`src/rtl/write_back_stage.sv`:
```
// write_back_stage
//   Final stage of the Y86-64 pipeline. Holds the W pipeline register and
//   drives the register-file write port. A sticky RUN/HALT/FAULT state
//   machine blocks every register write after a non-AOK instruction retires.
//
// Ports:
//   CLK, RST_N            clock, synchronous active-low reset
//   m_valid .. m_dstM     instruction arriving from the memory stage
//   W_stall, W_bubble     pipeline control (stall has priority over bubble)
//   destE/destM/valE/valM register-file write port (gated indices)
//   w_dstE .. w_icode     raw W contents, used for forwarding
//   cpu_stat, halted      architectural status
//   retire_cnt            count of retired AOK instructions (only when the
//                         WB_RETIRE_CNT_EN macro is defined)
//
// Configuration macro: WB_RETIRE_CNT_EN

module write_back_stage #(
  parameter int unsigned          DATA_WID = 64,
  parameter int unsigned          ADDR_WID = 4,
  parameter logic [ADDR_WID-1:0]  RNONE    = 4'hF
) (
  input  logic                CLK,
  input  logic                RST_N,
  input  logic                m_valid,
  input  logic [2:0]          m_stat,
  input  logic [3:0]          m_icode,
  input  logic [DATA_WID-1:0] m_valE,
  input  logic [DATA_WID-1:0] m_valM,
  input  logic [ADDR_WID-1:0] m_dstE,
  input  logic [ADDR_WID-1:0] m_dstM,
  input  logic                W_stall,
  input  logic                W_bubble,
  output logic [ADDR_WID-1:0] destE,
  output logic [ADDR_WID-1:0] destM,
  output logic [DATA_WID-1:0] valE,
  output logic [DATA_WID-1:0] valM,
  output logic [ADDR_WID-1:0] w_dstE,
  output logic [ADDR_WID-1:0] w_dstM,
  output logic [DATA_WID-1:0] w_valE,
  output logic [DATA_WID-1:0] w_valM,
  output logic [3:0]          w_icode,
  output logic [2:0]          cpu_stat,
  output logic                halted
`ifdef WB_RETIRE_CNT_EN
  , output logic [63:0]       retire_cnt
`endif
);

  localparam logic [2:0] STAT_AOK  = 3'd1;
  localparam logic [2:0] STAT_HLT  = 3'd2;
  localparam logic [2:0] STAT_ADR  = 3'd3;
  localparam logic [2:0] STAT_INS  = 3'd4;
  localparam logic [3:0] ICODE_NOP = 4'h1;

  typedef enum logic [1:0] {
    S_RUN,
    S_HALT,
    S_FAULT
  } state_e;

  // W pipeline register
  logic                w_valid_q, w_valid_d;
  logic [2:0]          w_stat_q,  w_stat_d;
  logic [3:0]          w_icode_q, w_icode_d;
  logic [DATA_WID-1:0] w_valE_q,  w_valE_d;
  logic [DATA_WID-1:0] w_valM_q,  w_valM_d;
  logic [ADDR_WID-1:0] w_dstE_q,  w_dstE_d;
  logic [ADDR_WID-1:0] w_dstM_q,  w_dstM_d;

  state_e     state_q;
  logic [2:0] cpu_stat_q;

  logic wr_en;
  logic same_dst;
  logic retire;

  always_comb begin
    w_valid_d = w_valid_q;
    w_stat_d  = w_stat_q;
    w_icode_d = w_icode_q;
    w_valE_d  = w_valE_q;
    w_valM_d  = w_valM_q;
    w_dstE_d  = w_dstE_q;
    w_dstM_d  = w_dstM_q;
    if (W_stall) begin
      // hold
    end else if (W_bubble) begin
      w_valid_d = 1'b0;
      w_stat_d  = STAT_AOK;
      w_icode_d = ICODE_NOP;
      w_valE_d  = '0;
      w_valM_d  = '0;
      w_dstE_d  = RNONE;
      w_dstM_d  = RNONE;
    end else begin
      w_valid_d = m_valid;
      w_stat_d  = m_stat;
      w_icode_d = m_icode;
      w_valE_d  = m_valE;
      w_valM_d  = m_valM;
      w_dstE_d  = m_dstE;
      w_dstM_d  = m_dstM;
    end
  end

  always_ff @(posedge CLK) begin
    if (!RST_N) begin
      w_valid_q <= 1'b0;
      w_stat_q  <= STAT_AOK;
      w_icode_q <= ICODE_NOP;
      w_valE_q  <= '0;
      w_valM_q  <= '0;
      w_dstE_q  <= RNONE;
      w_dstM_q  <= RNONE;
    end else begin
      w_valid_q <= w_valid_d;
      w_stat_q  <= w_stat_d;
      w_icode_q <= w_icode_d;
      w_valE_q  <= w_valE_d;
      w_valM_q  <= w_valM_d;
      w_dstE_q  <= w_dstE_d;
      w_dstM_q  <= w_dstM_d;
    end
  end

  // An instruction leaves W only on an unstalled edge; a stalled one is
  // judged once, when it finally moves on.
  assign retire = w_valid_q && !W_stall && (state_q == S_RUN);

  // Status FSM: HALT and FAULT are sticky; unknown stat codes count as INS.
  always_ff @(posedge CLK) begin
    if (!RST_N) begin
      state_q    <= S_RUN;
      cpu_stat_q <= STAT_AOK;
    end else if (retire) begin
      case (w_stat_q)
        STAT_AOK: ;
        STAT_HLT: begin
          state_q    <= S_HALT;
          cpu_stat_q <= STAT_HLT;
        end
        STAT_ADR: begin
          state_q    <= S_FAULT;
          cpu_stat_q <= STAT_ADR;
        end
        default: begin
          state_q    <= S_FAULT;
          cpu_stat_q <= STAT_INS;
        end
      endcase
    end
  end

  // Write gating is combinational on W's own stat, so a faulting
  // instruction never writes even in the cycle it sits in W.
  assign wr_en    = (state_q == S_RUN) && (w_stat_q == STAT_AOK);
  // popq %rsp: both writes target one register, the memory value wins.
  assign same_dst = (w_dstE_q == w_dstM_q) && (w_dstE_q != RNONE);

  assign destE    = (wr_en && !same_dst) ? w_dstE_q : RNONE;
  assign destM    = wr_en ? w_dstM_q : RNONE;
  assign valE     = w_valE_q;
  assign valM     = w_valM_q;

  assign w_dstE   = w_dstE_q;
  assign w_dstM   = w_dstM_q;
  assign w_valE   = w_valE_q;
  assign w_valM   = w_valM_q;
  assign w_icode  = w_icode_q;

  assign cpu_stat = cpu_stat_q;
  assign halted   = (state_q != S_RUN);

`ifdef WB_RETIRE_CNT_EN
  logic [63:0] retire_cnt_q;

  always_ff @(posedge CLK) begin
    if (!RST_N) begin
      retire_cnt_q <= '0;
    end else if (retire && (w_stat_q == STAT_AOK)) begin
      retire_cnt_q <= retire_cnt_q + 64'd1;
    end
  end

  assign retire_cnt = retire_cnt_q;
`endif

endmodule

```
`config.mk`:
```
export PLATFORM = sky130hd
export DESIGN_NAME = write_back_stage
export DESIGN_NICKNAME = d
export VERILOG_FILES = /design/src/rtl/write_back_stage.sv
export SDC_FILE = /design/constraint.sdc
export NUM_CORES = 1
export LEC_CHECK = 0
export ABC_CLOCK_PERIOD_IN_PS = 1900
export CORE_AREA = 4 4 165 167
export CTS_BUF_LIST = sky130_fd_sc_hd__clkbuf_4
export DETAILED_ROUTE_END_ITERATION = 12
export DIE_AREA = 0 0 169 171
export PLACE_DENSITY = 0.59
export SYNTH_ARGS = -nofsm -noshare
export SYNTH_HDL_FRONTEND = slang
export SYNTH_SLANG_ARGS = --single-unit
export TNS_END_PERCENT = 20
```
`constraint.sdc`:
```
create_clock -name CLK -period 1.9 [get_ports CLK]
set_input_delay 0.57 -clock CLK [delete_from_list [all_inputs] [get_ports CLK]]
set_output_delay 0.57 -clock CLK [all_outputs]
set_load 0.1 [all_outputs]
```
==> results of run 1 <==
==> flip-flops by register name, summed over array words and instances (netlist names) <==
register	count
valM	64
w_icode	4
valE	64
w_dstE	4
w_valid_q	1
w_dstM	4
state_q	2
w_stat_q	3
cpu_stat	3
==> area by class of cell <==
class | instances | area (um^2) | share of cell area
antenna | 1 | 2.50 | 0.000188
clock buffer | 17 | 128 | 0.00960
clock inverter | 15 | 166 | 0.0125
inverter | 7 | 28.8 | 0.00216
multi-input combinational | 323 | 1940 | 0.146
sequential | 149 | 3140 | 0.236
tap | 335 | 419 | 0.0315
timing repair buffer | 458 | 7470 | 0.562
==> per-stage QoR <==
stage | TNS (ps) | setup WS [ps] | hold WS (ps) | utilization | cells
after CTS | -4210 | -562 | 359 | 0.511 | 1303
after detailed placement | 0 | 2.44 | 524 | 0.497 | 1265
after global routing | -4690 | -612 | 374 | 0.516 | 1305
after floorplan | -9520 | -1040 | 470 | - | 654
final | -3500 | -476 | 437 | 0.516 | 1305
after global placement | 0 | 35.2 | 513 | 0.497 | 1265
==> cells by family (layout without fill, tap and decap cells) <==
group | after synthesis | count (layout) | share of synthesized area
buffers and inverters | 182 | 497 | 0.198
flip-flops | 149 | 149 | 0.493
AND/OR/NAND/NOR | 161 | 161 | 0.110
other | 0 | 1 | 0
XOR/XNOR | 4 | 4 | 0.00579
AO/OA/AOI/OAI | 158 | 158 | 0.193
==> cell usage after synthesis, types with 2 or more instances <==
master,count
inv_1,5
a22oi_1,134
nor2_1,136
a21oi_1,3
clkbuf_1,22
o21ai_1,2
buf_4,129
o211ai_1,4
xnor2_1,4
inv_2,2
nand2_1,12
buf_2,24
nand2b_1,5
dfxtp_1,149
or2_1,2
o22ai_1,10
==> metal layers <==
metal | vias to the layer above | wire length (um) | part of all wire | track usage
met5 | - | 0 | 0 | 0
met3 | 24 | 2400 | 0.10 | 0.0668
met4 | 0 | 519 | 0.022 | 0.0532
li1 | 2742 | - | - | -
met2 | 294 | 11700 | 0.50 | 0.259
met1 | 2727 | 8930 | 0.38 | 0.175
==> where the power goes <==
part / internal (mW) / switching (mW) / total, mW
Combinational: 1.29 / 2.04 / 3.33
Clock: 0.823 / 1.29 / 2.11
Sequential: 3.25 / 0.223 / 3.48
Total: 5.36 / 3.55 / 8.91
==> cells in the final DEF, fill, tap and decap left out, types with 2 or more instances in the layout <==
master / netlist / final
clkbuf_4: 0 / 17
clkdlybuf4s50_1: 0 / 146
nor2_1: 136 / 136
o211ai_1: 4 / 4
dfxtp_1: 149 / 36
buf_12: 0 / 292
buf_4: 129 / 17
dfxtp_4: 0 / 8
nand2b_4: 0 / 5
dfxtp_2: 0 / 105
inv_1: 5 / 5
clkinv_2: 0 / 2
xnor2_2: 0 / 3
bufinv_16: 0 / 2
nand2_1: 12 / 12
inv_6: 0 / 7
o21ai_1: 2 / 2
a22oi_1: 134 / 134
o22ai_1: 10 / 10
buf_6: 0 / 3
inv_8: 0 / 2
a21oi_1: 3 / 3
==> path summary, 6_finish.rpt <==
path	start	to	slack (ps)	cells past startpoint
worst max-delay path	state_q[1]$_SDFFE_PN0P_	destE[0]	-480	5
worst min register to register	cpu_stat[1]$_SDFFE_PN0P_	cpu_stat[1]$_SDFFE_PN0P_	550	2
worst min-delay path	W_stall	valE[53]$_SDFFE_PN0N_	440	3
worst max register to register	state_q[1]$_SDFFE_PN0P_	cpu_stat[1]$_SDFFE_PN0P_	430	5
==> worst max-delay path, cell delays in order, from the launching register on <==
cell and delay (ps):
dfxtp_2 350, or2_4 250, nor3_4 160, buf_12 160, o211ai_1 150, buf_12 200
==> repair_timing <==
item,in CTS,in global routing
buffers inserted,6,1
pin swaps,4,0
resized for setup,33,61
endpoints found under the setup margin,67,115
==> flow_metrics.py, run 1 <==
metrics = {
    "synthesis": {
        "ys_warn_count": 0,
        "avgSynthCellArea_um2": 9.24,
        "synth_top_cell_area_share": 0.493,
        "synth_ff_type": "dfxtp_1",
        "synthArstFlopShare": 0,
        "ys_seq_elements": 149,
        "synth_area_leader_cell": "dfxtp_1",
        "synth_nets": 802,
        "synth-seq-area-share": 0.493,
        "synth_cell_types": 27,
        "netlist_area_mm2": 0.00605,
        "synth_cells": 654,
        "synth_area_leaders": "dfxtp_1, a22oi_1, buf_4",
        "synth-edff-count": 0,
    },
    "final_layout": {
        "layout.nets": 1104,
        "nFillCells": 2191,
        "fin_area_mm2": 0.0133,
        "layout-drive-gt1-share": 0.486,
        "syn_to_final_growth_pct": 120,
    },
    "timing": {
        "hold_viol": 0,
        "rsz0062_at_grt": "yes",
        "setup_viol": 8,
        "relSlewSlack": 0.717,
        "period_share": 1.25,
        "max_clock_freq_mhz": 421,
        "clock_skew_ps": 15.8,
        "period_minus_slack_ps": 2380,
        "timing.final.ws_setup_ps": -476,
        "drv_slew": 0,
        "worst_pin_slew_ps": 423,
    },
    "clocking": {
        "cts-buffers-inserted": 17,
        "path_clk_slew_ps": 150,
        "cts_tree": "done",
        "cts_root_buffer": "clkbuf_4",
        "htreeDepth": 4,
        "clock_latency_ps": 530,
        "cts-hold-fix-buffers": 0,
        "clkSinkCount": 149,
        "clockBufferDepth": 2,
    },
    "floorplan": {
        "die-area_mm2": 0.0289,
        "initial_core_util": 0.235,
        "rows": 59,
        "die-height_um": 171,
        "ioPinCount": 428,
        "die_x_um": 169,
        "core_mm2": 0.0258,
    },
    "route": {
        "wl_mm": 23.6,
        "first_iter_violations": 250,
        "wl_per_cell_um": 18.1,
        "postRouteAntennaNets": 0,
        "viasPerCell": 4.43,
        "vias": 5787,
        "dr.pass1.iters": 4,
        "drc_errors": 0,
    },
    "min_path": {
        "hold_path.class": "primary input to register",
    },
    "setup_path": {
        "critical_path_class": "register to output port",
        "startpoint_type": "register",
        "worstSetupEndpointType": "output port",
        "cp.required_ps": 1330,
        "critPathMaxFanout": 8,
        "arrival_ps": 1810,
    },
    "pwr": {
        "total_power_mw": 8.91,
        "p_per_area_mw_per_mm2": 670,
        "power.leakage_nw": 5.26,
        "peakVddDrop_v": 0.000372,
    },
    "global_routing": {
        "grt_antenna_before_repair": 1,
        "grt_pass1_vias": 6028,
        "grt_max_degree": 73,
        "grt_use_total": 0.154,
        "grt_pass1_wl_mm": 34.6,
        "globalRouteOverflowTotal": 0,
    },
    "place": {
        "dp.final_hpwl_mm": 18.3,
        "gp_congestion": 0.809,
        "placed_cell_area_mm2": 0.0128,
        "port-buffer-count": 427,
    },
    "status": {
        "violations": "negative setup slack",
        "outcome": "finished, violations left",
    },
    "run": {
        "cap_violations": 0,
    },
}
(Power assumes the default switching activity.)
==> run 2: changes to the inputs <==
==> config.mk (replaced) <==
export PLATFORM = sky130hd
export DESIGN_NAME = write_back_stage
export DESIGN_NICKNAME = d
export VERILOG_FILES = /design/src/rtl/write_back_stage.sv
export SDC_FILE = /design/constraint.sdc
export NUM_CORES = 1
export LEC_CHECK = 0
export ABC_CLOCK_PERIOD_IN_PS = 2900
export CORE_AREA = 4 4 163 165
export CTS_BUF_LIST = sky130_fd_sc_hd__clkbuf_4
export DETAILED_ROUTE_END_ITERATION = 12
export DIE_AREA = 0 0 167 169
export PLACE_DENSITY = 0.6
export SYNTH_ARGS = -nofsm -noshare
export SYNTH_HDL_FRONTEND = slang
export SYNTH_SLANG_ARGS = --single-unit
export TNS_END_PERCENT = 20
==> constraint.sdc (replaced) <==
create_clock -name CLK -period 2.9 [get_ports CLK]
set_input_delay 0.87 -clock CLK [delete_from_list [all_inputs] [get_ports CLK]]
set_output_delay 0.87 -clock CLK [all_outputs]
set_load 0.1 [all_outputs]
==> run 2 against run 1 <==
Net effect:
- the run now ends clean
- worst hold slack improved by 73 ps
- clock power decreased by 40%
- first-iteration DRC count increased by 20%
- largest cell class unchanged
- global-route usage decreased by 1.3 points
==> flow_metrics.py, run 2 (synthesized netlist as in run 1, its figures left out) <==
metrics = {
    "clocking": {
        "cts_resized": 0,
        "clock_latency_ps": 530,
        "cts-buffers-inserted": 17,
        "path_clk_slew_ps": 150,
        "clkSinkCount": 149,
        "clockBufferDepth": 2,
        "cts_tree": "done",
        "htreeDepth": 4,
        "cts_root_buffer": "clkbuf_4",
    },
    "setup_path": {
        "reg2regPathDepth": 3,
        "cpPeakStageDelay_ps": 370,
        "critical_path_class": "register to output port",
        "crit_slowest_cell": "dfxtp_1",
        "arrival_ps": 1870,
        "worstSetupEndpointType": "output port",
        "path_cells": "or2_1, nor3_4, buf_12, o211ai_1, buf_4",
        "cp.required_ps": 2030,
        "startpoint_type": "register",
        "critPathMaxFanout": 8,
    },
    "timing": {
        "period_minus_slack_ps": 2740,
        "worst_pin_slew_ps": 642,
        "setup_viol": 0,
        "relSlewSlack": 0.572,
        "hold_viol": 0,
        "drv_slew": 0,
        "period_share": 0.945,
        "clock_skew_ps": 24.6,
        "max_clock_freq_mhz": 365,
    },
    "floorplan": {
        "die-height_um": 169,
        "core_mm2": 0.0250,
        "rows": 58,
        "die_x_um": 167,
        "ioPinCount": 428,
        "initial_core_util": 0.241,
        "die-area_mm2": 0.0282,
    },
    "final_layout": {
        "layout_commonest_cell": "buf_4",
        "final_util": 0.372,
        "nFillCells": 2605,
        "syn_to_final_growth_pct": 54.2,
        "fin_area_mm2": 0.00932,
        "final_cell_mix": "buf_4, clkdlybuf4s50_1, dfxtp_1, nor2_1, a22oi_1",
        "layout-drive-gt1-share": 0.356,
        "layout.nets": 1081,
    },
    "route": {
        "viasPerCell": 4.35,
        "wl_mm": 21.3,
        "dr.pass1.iters": 6,
        "wl_per_cell_um": 16.7,
        "vias": 5553,
        "drc_errors": 0,
        "first_iter_violations": 300,
        "postRouteAntennaNets": 0,
    },
    "min_path": {
        "hold_path.class": "register to register",
        "hold_depth": 2,
    },
    "pwr": {
        "power.leakage_nw": 4.10,
        "peakVddDrop_v": 0.000248,
        "p_per_area_mw_per_mm2": 560,
    },
    "run": {
        "cap_violations": 0,
    },
    "place": {
        "gp_congestion": 0.768,
        "dp.final_hpwl_mm": 15.6,
        "placed_cell_area_mm2": 0.00904,
        "port-buffer-count": 427,
    },
    "global_routing": {
        "globalRouteOverflowTotal": 0,
        "grt_antenna_before_repair": 1,
        "grt_max_degree": 134,
        "grt_pass1_vias": 5349,
        "grt_use_total": 0.141,
        "grt_pass1_wl_mm": 31.6,
    },
    "status": {
        "outcome": "completed",
    },
}
run 2: cell types whose count changed in the layout (fill, tap and decap cells not counted), moves of 3 or more:
cell        delta
buf_12       -286
buf_4        +266
buf_6          -3
clkinvlp_4     +4
dfxtp_1      +105
dfxtp_2      -105
nand2b_1       +5
nand2b_4       -5
run 2: worst paths after layout:
kind                                               from                       end  slack [ps]
worst max-delay path            state_q[0]$_SDFFE_PN0P_                  destE[1]         160
worst min-delay path            state_q[1]$_SDFFE_PN0P_   state_q[1]$_SDFFE_PN0P_         510
worst max register to register  state_q[1]$_SDFFE_PN0P_  cpu_stat[2]$_SDFFE_PN0P_        1670
worst min register to register  state_q[1]$_SDFFE_PN0P_   state_q[1]$_SDFFE_PN0P_         510
run 2: layer usage:
metal,track usage,vias up,wire (um)
met2,0.246,279,10700
met5,0,-,0
met3,0.0488,12,1800
li1,-,2694,-
met1,0.165,2568,8510
met4,0.0370,0,230
run 2: report_power, final:
| part | internal [mW] | total (mW) | switching (mW) |
|---|---|---|---|
| Clock | 0.443 | 1.27 | 0.828 |
| Combinational | 0.447 | 1.75 | 1.31 |
| Sequential | 2.12 | 2.20 | 0.0749 |
| Total | 3.01 | 5.22 | 2.21 |
run 2: what timing repair did:
item | in CTS | in global routing
setup buffers | 0 | 1
pin swaps | 1 | 1
endpoints found under the setup margin | 4 | 4
hold buffers | 0 | 0
run 2: cell type report:
cell class | count | area, um^2 | share of cell area
diodes | 1 | 2.50 | 0.000268
flip-flops and latches | 149 | 3010 | 0.323
clock inverters | 13 | 125 | 0.0134
well taps | 330 | 413 | 0.0443
inverters | 7 | 28.8 | 0.00309
repair buffers | 435 | 3710 | 0.398
clock buffers | 18 | 135 | 0.0145
multi-input cells | 323 | 1900 | 0.204
run 2: metrics by stage:
| step | hold slack [ps] | worst slack, ps | TNS (ps) | power, mW | std cells |
|---|---|---|---|---|---|
| after floorplan | 466 | -343 | -1340 | 3.58 | 654 |
| after global placement | 465 | 571 | 0 | 3.99 | 1243 |
| after detailed placement | 482 | 553 | 0 | 4.00 | 1243 |
| after CTS | 509 | 27.3 | 0 | 5.31 | 1274 |
| after global routing | 532 | -3.68 | -6.14 | 5.45 | 1276 |
| final | 510 | 159 | 0 | 5.22 | 1276 |
run 2: critical path, delay by kind of cell, from the launching register on:
| kind | cells | cell delay (ps) |
|---|---|---|
| AO/OA/AOI/OAI | 1 | 80 |
| buffers and inverters | 2 | 400 |
| flip-flops | 1 | 370 |
| AND/OR/NAND/NOR | 2 | 480 |
==> run 3: changes to the inputs <==
--- a/config.mk
+++ b/config.mk
@@ -10,6 +10,7 @@
 export CTS_BUF_LIST = sky130_fd_sc_hd__clkbuf_4
 export DETAILED_ROUTE_END_ITERATION = 12
 export DIE_AREA = 0 0 167 169
+export HOLD_SLACK_MARGIN = 0.02
 export PLACE_DENSITY = 0.6
 export SYNTH_ARGS = -nofsm -noshare
 export SYNTH_HDL_FRONTEND = slang
==> results of run 3 <==
Final layout, timing and power as in run 2 (identical DEF).
